### config.mk
export PLATFORM = sky130hd
export DESIGN_NAME = rr_arbiter_4
export DESIGN_NICKNAME = d
export VERILOG_FILES = /design/src/rtl/rr_arbiter_4.sv
export SDC_FILE = /design/constraint.sdc
export NUM_CORES = 1
export LEC_CHECK = 0
export CAP_MARGIN = 5
export CORE_AREA = 3 3 40 42
export CTS_BUF_LIST = sky130_fd_sc_hd__clkbuf_4
export DETAILED_ROUTE_END_ITERATION = 16
export DIE_AREA = 0 0 43 45
export PLACE_DENSITY_LB_ADDON = 0.12
export SLEW_MARGIN = 40
export SYNTH_ARGS = -nofsm -noshare
export SYNTH_HDL_FRONTEND = slang
export SYNTH_SLANG_ARGS = --single-unit
### constraint.sdc
create_clock -name clk -period 1.8 [get_ports clk]
set_input_delay 0.54 -clock clk [delete_from_list [all_inputs] [get_ports clk]]
set_output_delay 0.54 -clock clk [all_outputs]
set_load 0.03 [all_outputs]
### src/rtl/rr_arbiter_4.sv
// Four-requester round-robin arbiter with bounded tenure and a dead cycle between owners.
// Grant is registered: a request sampled in IDLE is granted on the next edge.
module rr_arbiter_4 #(
  parameter int MAX_HOLD = 8,
  parameter int CNT_W    = 4
) (
  input  logic       clk,
  input  logic       rst_n,
  input  logic       en,
  input  logic [3:0] req,
  output logic [3:0] gnt,
  output logic [1:0] gnt_idx,
  output logic       gnt_valid,
  output logic       expired
);

  typedef enum logic [1:0] {
    IDLE    = 2'd0,
    GRANT   = 2'd1,
    RELEASE = 2'd2
  } state_t;

  // MAX_HOLD == 2**CNT_W lands on the all-ones count, so the counter never wraps.
  localparam logic [CNT_W-1:0] HOLD_LAST = CNT_W'(MAX_HOLD - 1);

  state_t           state, state_nxt;
  logic [1:0]       owner, owner_nxt;
  logic [1:0]       last_idx, last_nxt;
  logic [CNT_W-1:0] hold_cnt, hold_nxt;
  logic             exp_q, exp_nxt;

  logic [1:0]       cand;
  logic [1:0]       pick;
  logic             pick_vld;

  // Rotating scan starting just after the previous owner.
  always_comb begin
    cand     = 2'd0;
    pick     = 2'd0;
    pick_vld = 1'b0;
    for (int k = 1; k <= 4; k++) begin
      cand = last_idx + 2'(k);
      if (!pick_vld && req[cand]) begin
        pick_vld = 1'b1;
        pick     = cand;
      end
    end
  end

  always_ff @(posedge clk) begin
    if (!rst_n) begin
      state    <= IDLE;
      owner    <= 2'd0;
      last_idx <= 2'd3;
      hold_cnt <= '0;
      exp_q    <= 1'b0;
    end else begin
      state    <= state_nxt;
      owner    <= owner_nxt;
      last_idx <= last_nxt;
      hold_cnt <= hold_nxt;
      exp_q    <= exp_nxt;
    end
  end

  always_comb begin
    state_nxt = state;
    owner_nxt = owner;
    last_nxt  = last_idx;
    hold_nxt  = hold_cnt;
    exp_nxt   = 1'b0;
    case (state)
      IDLE: begin
        if (en && pick_vld) begin
          state_nxt = GRANT;
          owner_nxt = pick;
          hold_nxt  = '0;
        end
      end
      GRANT: begin
        // A voluntary drop takes precedence, so expired only flags a real cut.
        if (!req[owner]) begin
          state_nxt = RELEASE;
        end else if (hold_cnt == HOLD_LAST) begin
          state_nxt = RELEASE;
          exp_nxt   = 1'b1;
        end else begin
          hold_nxt  = hold_cnt + 1'b1;
        end
      end
      RELEASE: begin
        last_nxt  = owner;
        state_nxt = IDLE;
      end
      default: begin
        state_nxt = IDLE;
      end
    endcase
  end

  always_comb begin
    gnt_valid = (state == GRANT);
    gnt       = gnt_valid ? (4'b0001 << owner) : 4'b0000;
    gnt_idx   = owner;
    expired   = exp_q;
  end

endmodule

==> flow_summary.ini <==
[clocking]
clk_pin_slew_worst_paths_ns = 0.07
clock_latency_ns = 0.27
clockBufferDepth = 2
tritoncts.num_buffers = 3
ctsRootBufferMaster = clkbuf_4
htree_num_levels = 1
holdBufCountCts = 0
cts.sinks = 11
cts_tree = built

[run]
cap_violations = 0

[timing]
slew_headroom_pct = 79.0
skew_ns = 0.0107
worst_slew_pin_slew_ns = 0.314
final-hold-violation-count = 0
rsz0062_at_grt = true
fin_crit_ns = 1.81
max_freq_mhz = 554
slew_viol_final = 0
holdWs_ns = 0.500
fin_ws_ns = -0.00624
fin_crit_sh_pct = 100
setup_viol = 1

[setup_path]
arrival_ns = 2.00
path_common_cell = buf_4
crit_family = buffers and inverters
crit_path_end_kind = flip-flop
path_buf_inv = 3
worstSetupStartpointType = input port
cpMaxStageDelayCell = clkdlybuf4s50_1
crit_chain = clkdlybuf4s50_1, buf_4, nor4_2, nor4b_2, buf_4, o2111ai_1, o22ai_1
cp.required_ns = 1.99
crit_type = in2reg
worstPathMaxFanout = 5
cpPeakStageDelay_ns = 0.48

[routing]
wl_met2_um = 739
wl_um = 1560
postRouteAntennaNets = 0
dr.first_iter.drc_count = 13
viasPerCell = 5.45
via_count = 616
wl_met3_um = 111
first_pass_iters = 4
wire_per_inst_um = 13.8
drc = 0
wl_met1_um = 711
top_layer = met3

[global_routing]
grtUsageTotal_pct = 17.4
overflow = 0
grt_start_max_net_pins = 7
antenna_found_initial = 0
grt_pass1_vias = 560
grt_pass1_wl_um = 2500

[outcome]
violations = setup timing
outcome = finished, violations left

[cells_and_area]
final_util_pct = 69.0
diodes = 0
final_common_cell = buf_4
final_layout_size_suffix_gt1_share_pct = 32.7
area_delta_synth_final_pct = 44.4
finalNonFillerCells = 113
final_nets = 107
final_cell_mix = buf_4, nand2_1, dfxtp_1

[placement]
gp_congestion = 0.822
dpl.cell_count = 105
place_ws_ns = -0.309
dpl.hpwl_um = 1130
portBuffers = 14

[floorplanning]
io_pins = 15
die_w_um = 43
coreArea_um2 = 1280
initial_utilization_pct = 47.8
die_area_um2 = 1940
die_h_um = 45
core.rowCount = 13

[power]
leakage_nw = 0.427
vdd_drop_max_v = 0.000387
power.density_nw_per_um2 = 671

[logic_synthesis]
avgSynthCellArea_um2 = 8.53
ys_seq_elements = 11
yosys-top-cells-area = dfxtp_1, nand2_1, nor2_1
yosys.area.top_type = dfxtp_1
synth_nets = 80
syn_inst = 72
synth_top_area_share_pct = 35.8
netlist_area_um2 = 614
ys_seq_area_share_pct = 35.8
synth_warnings = 0
synth_cell_types = 32

[min_path]
hold_path_class = reg2reg
[area by class of cell]
cell class / count / area, µm²
tap: 15 / 18.8
inverter: 4 / 15.0
clock buffer: 4 / 30.0
fill: 106 / 398
timing repair buffer: 25 / 218
sequential: 11 / 221
multi-input combinational: 54 / 384
[synthesized netlist by cell type]
master     number
nor4b_2         1
o31ai_2         1
mux4_2          1
ha_1            1
o22a_1          1
o22ai_1         1
and3_1          1
inv_1           4
nand3_1         2
dfxtp_1        11
a31oi_1         1
a2bb2oi_1       1
nor2b_1         1
o32ai_2         1
nor2_1          9
buf_6           1
a21oi_1         1
o21ai_0         3
nand2_1        11
nand2b_1        3
nor3_1          1
o2111ai_1       1
a21o_1          1
and3_4          1
mux2i_1         3
clkbuf_1        2
nand3b_1        2
a21boi_0        1
xnor2_1         1
nor4_1          1
nor3b_1         1
o211ai_1        1
[flip-flops by register name (all words and copies together), names as in the netlist]
name	count
hold_cnt	4
state	2
gnt_idx	2
last_idx	2
expired	1
[per-layer routing]
metal	vias to the layer above	track usage [%]
li1	305	-
met1	292	22.1
met2	19	27.8
met3	0	7.57
met4	0	3.61
met5	-	0
[metrics by stage]
step	cell area [µm²]	power [W]	setup TNS, ns
after floorplan	626	0.000347	0
after global placement	805	0.000401	-1.73
after detailed placement	805	0.000404	-1.81
after CTS	845	0.000584	0
after global routing	887	0.000624	-0.0351
final	887	0.000595	-0.00624
[kinds of logic (layout without fill, tap and decap cells)]
group	Yosys count	count (layout)	share of synthesized area [%]
AND/OR/NAND/NOR	34	34	28.7
AO/OA/AOI/OAI	14	14	17.9
flip-flops	11	11	35.8
buffers and inverters	7	33	5.50
multiplexers	4	4	8.55
adder cells (fa/ha/maj)	1	1	2.04
XOR/XNOR	1	1	1.43
[report_power, final]
group	internal (W)	switching, W	total (W)
registers	0.000253	0.0000118	0.000265
clock network	0.000101	0.0000824	0.000183
logic	0.0000714	0.0000755	0.000147
[worst reg2reg max path: stages (launching register included)]
cell and delay, ns:
dfxtp_1 0.43, mux4_2 0.59, and3_4 0.21, o31ai_2 0.22
[path summary, 6_finish.rpt]
kind / depth (start not counted) / start / slack, ns / end
setup / recovery: 7 / req[2] / -0.006 / gnt_idx[1]
hold / removal: 2 / hold_cnt[1] / 0.50 / hold_cnt[1]
setup reg to reg: 3 / gnt_idx[1] / 0.26 / hold_cnt[1]
hold reg to reg: 2 / hold_cnt[1] / 0.50 / hold_cnt[1]
[repair_timing]
action | CTS | global route
gates cloned | 0 | 0
setup buffers | 0 | 4
resized for setup | 6 | 5
pin swaps | 0 | 3
setup endpoints to repair | 10 | 10
hold endpoints to repair | 0 | 0
No activity file was read; power rests on OpenSTA's default activity.
